## src/rtl/cruise_pkg.sv

```systemverilog
// Shared cruise-control definitions: one-hot state codes, default speed limits
// and a saturation helper; also consumed by the downstream code-ROM stage.
package cruise_pkg;

  typedef logic [4:0] state_t;

  localparam state_t ST_OFF     = 5'b00001;
  localparam state_t ST_READY   = 5'b00010;
  localparam state_t ST_CRUISE  = 5'b00100;
  localparam state_t ST_ACCEL   = 5'b01000;
  localparam state_t ST_SUSPEND = 5'b10000;

  localparam int DEF_MIN_SPEED    = 40;
  localparam int DEF_MAX_SPEED    = 200;
  localparam int DEF_SUSP_TIMEOUT = 1000;

  function automatic logic [7:0] sat_max(input logic [7:0] v, input logic [7:0] lim);
    return (v > lim) ? lim : v;
  endfunction

endpackage

```

## src/rtl/cruise_ctrl_fsm_rise_detect.sv

```systemverilog
// One-bit rising-edge detector; the armed flag suppresses an edge for a level
// already high when reset releases.
module rise_detect (
  input  logic clk,
  input  logic rst_n,
  input  logic d_i,
  output logic rise_o
);

  logic prev_q;
  logic armed_q;

  always_ff @(posedge clk or negedge rst_n) begin
    if (!rst_n) begin
      prev_q  <= 1'b0;
      armed_q <= 1'b0;
    end else begin
      prev_q  <= d_i;
      armed_q <= 1'b1;
    end
  end

  assign rise_o = armed_q & d_i & ~prev_q;

endmodule

```

## src/rtl/cruise_ctrl_fsm.sv

```systemverilog
// Cruise-control supervisor: one-hot FSM with set-speed capture, saturation,
// suspend timeout and a registered speed error; all outputs registered.
module cruise_ctrl_fsm
  import cruise_pkg::*;
#(
  parameter int MIN_SPEED    = DEF_MIN_SPEED,
  parameter int MAX_SPEED    = DEF_MAX_SPEED,
  parameter int SUSP_TIMEOUT = DEF_SUSP_TIMEOUT
) (
  input  logic              clk,
  input  logic              rst_n,
  input  logic              on_btn,
  input  logic              set_btn,
  input  logic              resume_btn,
  input  logic              brake,
  input  logic              accel_pedal,
  input  logic [7:0]        speed,
  output logic [4:0]        state_oh,
  output logic [7:0]        set_speed,
  output logic signed [8:0] speed_err
);

  localparam int              CNT_W    = $clog2(SUSP_TIMEOUT) + 1;
  localparam logic [7:0]      MIN_S    = 8'(MIN_SPEED);
  localparam logic [7:0]      MAX_S    = 8'(MAX_SPEED);
  localparam logic [CNT_W-1:0] CNT_LAST = CNT_W'(SUSP_TIMEOUT - 1);

  logic on_rise, set_rise, res_rise;

  rise_detect u_on_rd  (.clk(clk), .rst_n(rst_n), .d_i(on_btn),     .rise_o(on_rise));
  rise_detect u_set_rd (.clk(clk), .rst_n(rst_n), .d_i(set_btn),    .rise_o(set_rise));
  rise_detect u_res_rd (.clk(clk), .rst_n(rst_n), .d_i(resume_btn), .rise_o(res_rise));

  state_t            state_q, state_d;
  logic [7:0]        set_q, set_d;
  logic [CNT_W-1:0]  cnt_q, cnt_d;
  logic signed [8:0] err_q, err_d;
  logic              speed_ok;

  assign speed_ok = (speed >= MIN_S);

  always_comb begin
    state_d = state_q;
    set_d   = set_q;
    cnt_d   = '0;
    if (on_rise && (state_q != ST_OFF)) begin
      state_d = ST_OFF;
      set_d   = '0;
    end else begin
      case (state_q)
        ST_OFF: if (on_rise) state_d = ST_READY;
        ST_READY:
          if (set_rise && !brake && speed_ok && (speed <= MAX_S)) begin
            state_d = ST_CRUISE;
            set_d   = speed;
          end
        ST_CRUISE:
          if (brake || !speed_ok)  state_d = ST_SUSPEND;
          else if (accel_pedal)    state_d = ST_ACCEL;
          else if (set_rise)       set_d = (set_q >= MAX_S) ? MAX_S : set_q + 8'd1;
        ST_ACCEL:
          if (brake) state_d = ST_SUSPEND;
          else if (!accel_pedal) begin
            state_d = ST_CRUISE;
            set_d   = sat_max((set_q > speed) ? set_q : speed, MAX_S);
          end
        ST_SUSPEND:
          // resume takes precedence over the timeout expiring in the same cycle
          if (res_rise && !brake && speed_ok) begin
            state_d = ST_CRUISE;
          end else if (cnt_q == CNT_LAST) begin
            state_d = ST_READY;
            set_d   = '0;
          end else begin
            cnt_d = cnt_q + CNT_W'(1);
          end
        default: begin
          state_d = ST_OFF;
          set_d   = '0;
        end
      endcase
    end
  end

  // error reflects the set speed being registered alongside it
  assign err_d = (state_d == ST_CRUISE) ?
                 $signed({1'b0, set_d}) - $signed({1'b0, speed}) : 9'sd0;

  always_ff @(posedge clk or negedge rst_n) begin
    if (!rst_n) begin
      state_q <= ST_OFF;
      set_q   <= '0;
      cnt_q   <= '0;
      err_q   <= '0;
    end else begin
      state_q <= state_d;
      set_q   <= set_d;
      cnt_q   <= cnt_d;
      err_q   <= err_d;
    end
  end

  assign state_oh  = state_q;
  assign set_speed = set_q;
  assign speed_err = err_q;

endmodule
```

## config.mk

```make
export PLATFORM = sky130hd
export DESIGN_NAME = cruise_ctrl_fsm
export DESIGN_NICKNAME = d
export VERILOG_FILES = /design/src/rtl/cruise_pkg.sv /design/src/rtl/cruise_ctrl_fsm_rise_detect.sv /design/src/rtl/cruise_ctrl_fsm.sv
export SDC_FILE = /design/constraint.sdc
export NUM_CORES = 1
export LEC_CHECK = 0
export ABC_AREA = 1
export BUFFER_PORTS_ARGS = -buffer_cell sky130_fd_sc_hd__buf_4
export CORE_MARGIN = 3
export CORE_UTILIZATION = 53
export DETAILED_ROUTE_END_ITERATION = 7
export HOLD_SLACK_MARGIN = 0.03
export PLACE_DENSITY = 0.88
export SLEW_MARGIN = 40
export SYNTH_ARGS = -nofsm -noshare
export SYNTH_HDL_FRONTEND = slang
export SYNTH_SLANG_ARGS = --single-unit
```

## constraint.sdc

```tcl
create_clock -name clk -period 3.65 [get_ports clk]
set_input_delay 0.1825 -clock clk [delete_from_list [all_inputs] [get_ports clk]]
set_output_delay 0.1825 -clock clk [all_outputs]
set_load 0.03 [all_outputs]
```

* Word level (Yosys, flattened, before mapping) *
Index checks and enable logic that the tools add are counted.

operators by class
  $add $sub $neg = 3
  order comparisons = 5
  eq/ne operators = 8
  multiplexer cells = 28
  bitwise gates (word level) = 9
  reduce and logical (&&, ||, !) cells = 9

operator list
  operator                 number
  $mux W8                  12
  $mux W5                  9
  $mux W11                 4
  $pmux W8 S5              1
  $pmux W5 S5              1
  $add A11 B1 Y11 const B  1
  $eq A11 B10 Y1 const B   1
  $eq A5 B3 Y1 const B     2
  $mux W9                  1
  $sub A8 B8 Y9            1
  $add A8 B1 Y8 const B    1
  $ge A8 B6 Y1 const B     1
  $ge A8 B8 Y1 const B     1
  $gt A8 B8 Y1             1
  $gt A8 B8 Y1 const B     1
  $le A8 B8 Y1 const B     1
  $and A1 B1 Y1            6
  $logic_and A1 B1 Y1      6
  $eq A5 B1 Y1 const B     1
  $eq A5 B2 Y1 const B     1
  $eq A5 B4 Y1 const B     1
  $eq A5 B5 Y1 const B     1
  $ne A5 B1 Y1 const B     1
  $not A1 Y1               3
  other kinds (2)          3

storage, ports and cells
  bits in registers = 37
  bits of input ports = 15
  output and inout bits = 22

* Depth between registers and ports, before layout *
Gate-level depths: netlist of run 1.

  depth in word-level cells = 10
  mapped depth = 37
  mapped depth without buffers = 37

* By module *
A second synthesis of run 1 with hierarchy kept.

unflattened totals
  cell total of the unflattened synthesis = 400
  area, all modules = 2907.8 sq um

by module, submodules not included
  module           times used  cells each  area each (sq um)  seq. area each (sq um)
  cruise_ctrl_fsm  1           385         2716.4             827.0
  rise_detect      3           5           63.8               50.0

* Worst setup path after synthesis of run 1 *
No wires, ideal clock.

  path type = reg-to-reg
  start = register set_q[0], in the netlist set_speed[0]
  end = register err_q[8], in the netlist speed_err[8]
  arrival time = 3549 ps
  data required time = 3570 ps
  path slack = 21 ps
  stages on the path, launching flop included = 37
  buffers on the path = 1
  clock period less this slack = 3629 ps
  path through = dfrtp_1 -> inv_1 -> ha_1 -> inv_1 -> nand2_1 -> nand2_1 -> nand2_1 -> nand2_1 -> nand2_1 -> nand2_1 -> buf_2 -> nand3_1 -> nand2_1 -> inv_1 -> a21oi_1 -> nand2_1 -> nand2_1 -> nand2_1 -> nand2_1 -> nand2_1 -> nand2_1 -> ha_1 -> inv_1 -> fa_1 -> nand2_1 -> nand2_1 -> a21oi_1 -> inv_1 -> nand2_1 -> inv_1 -> nor2_1 -> nor2_1 -> nor2_1 -> inv_1 -> nand2_1 -> a21oi_1 -> nor3_2

on the way
  cells in the longest elaborated chain, start to end = 10

ends and longest elaborated chain
  item                    RTL line               RTL
  start, declared         cruise_ctrl_fsm.sv:35  logic [7:0] set_q, set_d;
  start signal, assigned  cruise_ctrl_fsm.sv:97  set_q <= set_d;
  $gt A8 B8 Y1            cruise_ctrl_fsm.sv:65  set_d = sat_max((set_q > speed) ? set_q : speed, MAX_S);
  $mux W8                 cruise_ctrl_fsm.sv:65
  $gt A8 B8 Y1            cruise_pkg.sv:18       return (v > lim) ? lim : v;
  $mux W8                 cruise_pkg.sv:18
  $mux W8                 cruise_ctrl_fsm.sv:63  else if (!accel_pedal) begin
  $mux W8                 cruise_ctrl_fsm.sv:62  if (brake) state_d = ST_SUSPEND;
  $pmux W8 S5 *           cruise_ctrl_fsm.sv:50  case (state_q)
  $mux W8 *               cruise_ctrl_fsm.sv:46  if (on_rise && (state_q != ST_OFF)) begin
  $sub A8 B8 Y9 *         cruise_ctrl_fsm.sv:87  $signed({1'b0, set_d}) - $signed({1'b0, speed}) : 9'sd0;
  $mux W9 *               cruise_ctrl_fsm.sv:86  assign err_d = (state_d == ST_CRUISE) ?
  named net err_d[8]      cruise_ctrl_fsm.sv:37  logic signed [8:0] err_q, err_d;
  end signal, assigned    cruise_ctrl_fsm.sv:99  err_q <= err_d;
  end, declared           cruise_ctrl_fsm.sv:37

The timed path passes the listed nets; every way through them passes the cells marked *.

* Final worst setup path of run 1 *
  start = register set_q[6], in the netlist set_speed[6]
  end = register err_q[6], in the netlist speed_err[6]

The elaborated chain is that of the path after synthesis.

==> impl_metrics.json, run 1 <==
{
  "status": "complete, but fails checks",
  "failed_checks": "negative setup slack",
  "period_share_pct": 106,
  "die_w_um": 78.9,
  "power.total_mw": 1.08,
  "synthCells": 398,
  "clk_latency_ns": 0.30,
  "cts_num_sinks": 37,
  "antenna_found_initial": 0,
  "cp_data_required_time_ns": 3.88,
  "power.leakage_nw": 2.00,
  "fin_ws_ns": -0.226,
  "netSwitchingPower_uw": 337,
  "path_common_cell": "nand2_2",
  "setup_viol": 3,
  "numCtsBuffers": 5,
  "critPathKind": "reg2reg",
  "grt_max_degree": 38,
  "final_core_utilization_pct": 79.9,
  "syn-num-nets": 434,
  "hold_violations": 0,
  "seqPwrFrac_pct": 39.8,
  "core_area_sq_um": 4940,
  "final_area_sq_um": 3950,
  "finalWirelength_um": 10000,
  "drtIter0Drc": 404,
  "drive_above_1_share_pct": 37.2,
  "start_kind": "flip-flop",
  "arrival_ns": 4.11,
  "slowest_delay_ns": 0.43,
  "grt_pass1_wl_um": 14500,
  "ant_nets": 0,
  "clockBufferDepth": 2,
  "io_buffers": 36,
  "antenna_cells": 0,
  "grt.total_usage_pct": 29.8,
  "synth_area_leader_cell": "dfrtp_1",
  "layout.cells.non_filler": 561,
  "ir_worst_vdd_uv": 247,
  "vias": 3328,
  "yosysSeqAreaShare_pct": 32.9,
  "cts_tree": "done",
  "relSlewSlack_pct": 62.7,
  "p_sw_share_pct": 31.2,
  "hold_class": "in2reg",
  "synth_area_leaders": "dfrtp_1 32%, nand2_1 15%, ha_1 8.9%",
  "hpwl_um": 6310,
  "post-place-cells": 527,
  "hold_slack_ns": 0.164,
  "finalMaxSlewViolations": 0,
  "tightest_slew_ns": 0.555,
  "cap_violations": 0,
  "power_frac_clock_pct": 35.6,
  "fin_worst_skew_ns": 0.0104,
  "synth_cell_type_count": 42,
  "rsz0062_at_grt": "yes",
  "clock.fmax_mhz": 258,
  "cp_slowest_cell": "dfrtp_1",
  "power_density_nw_per_um2": 274,
  "rows": 25,
  "cts_htree_levels": 2,
  "finalCriticalPeriod_ns": 3.88,
  "wl_per_cell_um": 17.8,
  "grt_pass1_vias": 3063,
  "place_area_sq_um": 3380,
  "layout_common_cells": "86 x buf_4, 81 x nand2_1, 45 x nor2_1",
  "initial_core_util_pct": 57.0,
  "firstDrtPassIters": 6,
  "io_pins": 37,
  "gp_congestion": 1.03,
  "viasPerCell": 5.93,
  "drcViolationCount": 0,
  "p_int_uw": 744,
  "die_h_um": 78.9,
  "combPwrFrac_pct": 24.6,
  "synth_seq_cells": 37,
  "cp_max_fo": 8,
  "nets": 529,
  "grt-ovfl-total": 0,
  "layout_commonest_cell": "buf_4",
  "yosysWarningCount": 0,
  "syn_area_sq_um": 2820,
  "area_growth_pct": 40.2,
  "dieArea_sq_um": 6230,
  "cts_root_buf": "clkbuf_8",
  "synth_top_area_share_pct": 32.0,
  "worstSetupEndpointType": "flip-flop",
  "clkTransAtPathRegs_ns": 0.08,
  "syn_area_per_cell_sq_um": 7.08
}
==> cell usage after synthesis (all sizes together) <==
master,n
nor3,7
or2,1
dfrtp,36
a31oi,2
a22oi,1
buf,4
o32ai,1
dfstp,1
nor2,51
a21oi,24
o21ai,15
a32oi,1
ha,20
nand2,111
nand4,5
fa,1
xnor2,1
clkbuf,2
a41oi,1
conb,1
o211ai,2
a211oi,1
o22ai,1
xor2,8
inv,60
o221ai,1
a21o,1
nor4,7
nor3b,5
o21bai,2
nand3,24
==> metal layers <==
metal | vias to the layer above | track usage, % | wire length [um]
met5 | - | 0 | 0
met4 | 0 | 13.4 | 570
met3 | 72 | 5.67 | 1090
met2 | 254 | 53.5 | 4710
met1 | 1530 | 34.4 | 3630
li1 | 1472 | - | -
==> critical path, delay by kind of cell (launching register included) <==
kind,cells,cell delay [ns]
compound gates,2,0.23
fa+ha+maj,3,0.80
buf+inv,5,0.31
flops,1,0.43
simple gates,22,2.02
==> timing repair <==
item	CTS	global route
gates cloned	1	0
endpoints found under the setup margin	4	5
hold buffers	4	0
setup buffers	14	7
pin swaps	16	36
hold endpoints to repair	39	0
resized for setup	23	43
==> area by class of cell <==
type | count | area [sq um]
tap | 67 | 83.8
clock buffer | 6 | 82.6
fill | 322 | 992
timing repair buffer | 94 | 731
inverter | 60 | 230
clock inverter | 2 | 37.5
sequential | 37 | 927
multi-input combinational | 295 | 1860
==> flip-flops by register name (all words and copies together), names as in the netlist <==
signal	flops
u_res_rd.prev_q	1
set_speed	8
state_oh	5
u_res_rd.armed_q	1
speed_err	9
u_set_rd.prev_q	1
cnt_q	11
u_on_rd.prev_q	1
==> final timing paths <==
path / start / end / slack, ns / cells past startpoint
setup / recovery: set_speed[6] / speed_err[6] / -0.23 / 32
max in group asynchronous: rst_n / state_oh[0] / 2.90 / 2
setup reg to reg: set_speed[6] / speed_err[6] / -0.23 / 32
hold / removal: accel_pedal / state_oh[3] / 0.16 / 3
min in group asynchronous: rst_n / cnt_q[7] / 0.39 / 2
hold reg to reg: cnt_q[0] / cnt_q[0] / 0.50 / 1
==> kinds of logic (layout without fill, tap and decap cells) <==
group | count (synthesis) | after routing | share of synthesized area [%]
compound gates | 53 | 53 | 10.8
xor+xnor | 9 | 9 | 2.80
fa+ha+maj | 21 | 21 | 9.59
buf+inv | 66 | 162 | 9.37
flops | 37 | 37 | 32.9
other cells | 1 | 1 | 0.133
simple gates | 211 | 211 | 34.4
==> power by group through the flow <==
stage	clock [mW]	sequential (mW)	combinational, mW
after floorplan	0	0.453	0.112
after global placement	0	0.438	0.211
after detailed placement	0	0.438	0.218
after CTS	0.388	0.430	0.236
after global routing	0.405	0.431	0.288
final	0.385	0.430	0.266
==> per-stage QoR <==
step | setup WS [ns] | TNS, ns
final | -0.226 | -0.587
after global routing | -0.419 | -1.29
after CTS | -0.0161 | -0.0331
after detailed placement | -0.269 | -0.411
after global placement | -0.0946 | -0.0946
after floorplan | 0.0208 | 0
No activity file was read; power rests on OpenSTA's default activity.
==> run 2: changes to the inputs <==
RECOVER_POWER = 50   (was default)
==> impl_metrics.json, run 2 (synthesis results as in run 1) <==
{
  "crit_start": "set_speed[7]",
  "ant_nets": 0,
  "path_common_cell": "nand2_2",
  "finalCriticalPeriod_ns": 3.87,
  "grt_pass1_vias": 3063,
  "cp_max_fo": 8,
  "layout.cells.non_filler": 561,
  "largest_reg_flops": 11,
  "die_h_um": 78.9,
  "area_growth_pct": 39.4,
  "fin_ws_ns": -0.223,
  "layout_common_cells": "81 x nand2_1, 77 x buf_4, 45 x nor2_1",
  "hold_class": "in2reg",
  "cts_tree": "done",
  "ir_worst_vdd_uv": 235,
  "nets": 529,
  "hpwl_um": 6310,
  "finalWirelength_um": 10000,
  "io_buffers": 36,
  "antenna_cells": 0,
  "hold_violations": 0,
  "cap_violations": 1,
  "grt-ovfl-total": 0,
  "setup_viol": 3,
  "clk_latency_ns": 0.30,
  "die_w_um": 78.9,
  "grt.total_usage_pct": 29.8,
  "antenna_found_initial": 0,
  "top_register": "cnt_q",
  "setup_tns_ns": -0.580,
  "regToRegSetupSlack_ns": -0.22,
  "ff2ff_path_depth": 32,
  "clockBufferDepth": 2,
  "vias": 3335,
  "clock.fmax_mhz": 258,
  "status": "complete, but fails checks",
  "layout_commonest_cell": "nand2_1",
  "crit_path_end": "speed_err[6]",
  "period_share_pct": 106,
  "rows": 25,
  "tightest_slew_ns": 2.02,
  "io_pins": 37,
  "drive_above_1_share_pct": 36.0,
  "power_density_nw_per_um2": 275,
  "fin_worst_skew_ns": 0.0102,
  "failed_checks": "max-capacitance violations, max-slew violations, negative setup slack",
  "dieArea_sq_um": 6230,
  "numCtsBuffers": 5,
  "initial_core_util_pct": 57.0,
  "dpl_worst_slack_ns": -0.269,
  "firstDrtPassIters": 8,
  "post-place-cells": 527,
  "r2r_start": "set_speed[7]",
  "grt_max_degree": 38,
  "grt_pass1_wl_um": 14500,
  "core_area_sq_um": 4940,
  "power.total_mw": 1.08,
  "slowest_delay_ns": 0.42,
  "viasPerCell": 5.94,
  "arrival_ns": 4.11,
  "fillers": 330,
  "start_kind": "flip-flop",
  "cp_data_required_time_ns": 3.88,
  "power.leakage_nw": 1.98,
  "relSlewSlack_pct": -34.4,
  "worstSetupEndpointType": "flip-flop",
  "drtIter0Drc": 478,
  "cts_num_sinks": 37,
  "finalMaxSlewViolations": 38,
  "reg2reg_to": "speed_err[6]",
  "drcViolationCount": 0,
  "cts_root_buf": "clkbuf_8",
  "cp_slowest_cell": "dfrtp_1",
  "rsz0062_at_grt": "yes",
  "wl_per_cell_um": 17.9,
  "gp_congestion": 1.03,
  "critPathKind": "reg2reg",
  "clkTransAtPathRegs_ns": 0.08,
  "cts_htree_levels": 2
}
[run 2: cell types whose count changed in the layout (fill, tap and decap cells not counted), sizes merged]
cell / change
clkbuf: +9
buf: -9
[run 2: metrics by stage]
step / util, % / hold slack, ns / area [sq um]
3_3_place_gp: 68.4 / 0.171 / 3380
3_5_place_dp: 68.4 / 0.181 / 3380
5_1_grt: 79.5 / 0.183 / 3930
6_report: 79.5 / 0.161 / 3930
4_1_cts: 75.4 / 0.152 / 3730
2_1_floorplan: - / -0.113 / 2820
[run 2: worst max-delay path, delay by kind of cell, from the launching register on]
kind,cells,cell delay [ns]
simple gates,22,2.02
flops,1,0.42
compound gates,2,0.23
fa+ha+maj,3,0.80
buf+inv,5,0.31
[run 2: layout make-up]
cell class | instances | area, sq um | share of cell area (%)
multi-input cells | 295 | 1860 | 47.3
repair buffers | 94 | 708 | 18.0
flip-flops and latches | 37 | 927 | 23.6
clock buffers | 6 | 82.6 | 2.10
well taps | 67 | 83.8 | 2.13
clock inverters | 2 | 37.5 | 0.956
inverters | 60 | 230 | 5.86
[run 2: layer usage]
layer | part of all wire [%] | track usage (%) | up-vias | wire, um
met5 | 0 | 0 | - | 0
met2 | 47 | 53.5 | 266 | 4730
met1 | 36 | 34.4 | 1518 | 3600
met3 | 11 | 5.67 | 83 | 1110
li1 | - | - | 1468 | -
met4 | 5.8 | 13.4 | 0 | 583
[run 2: power breakdown]
| group | switching (mW) | total, mW | internal, mW |
|---|---|---|---|
| combinational | 0.167 | 0.265 | 0.0984 |
| clock | 0.162 | 0.385 | 0.222 |
| sequential | 0.00780 | 0.430 | 0.423 |
| total | 0.337 | 1.08 | 0.743 |
[run 2: worst min-delay path by stage]
stage           startpoint              to  slack, ns  cells past startpoint
2_1_floorplan        rst_n        cnt_q[0]      -0.11                      0
3_3_place_gp         rst_n  u_on_rd.prev_q       0.17                      1
3_5_place_dp         rst_n  u_on_rd.prev_q       0.18                      1
4_1_cts        accel_pedal     state_oh[3]       0.15                      3
5_1_grt        accel_pedal     state_oh[3]       0.18                      3
6_report       accel_pedal     state_oh[3]       0.16                      3
[run 2: what timing repair did]
item | 4_1_cts | 5_1_grt
hold buffers | 4 | 0
setup buffers | 14 | 7
hold endpoints to repair | 39 | 0
gates resized for setup | 23 | 43
cloned | 1 | 0
endpoints found under the setup margin | 4 | 5
pin swaps | 16 | 36
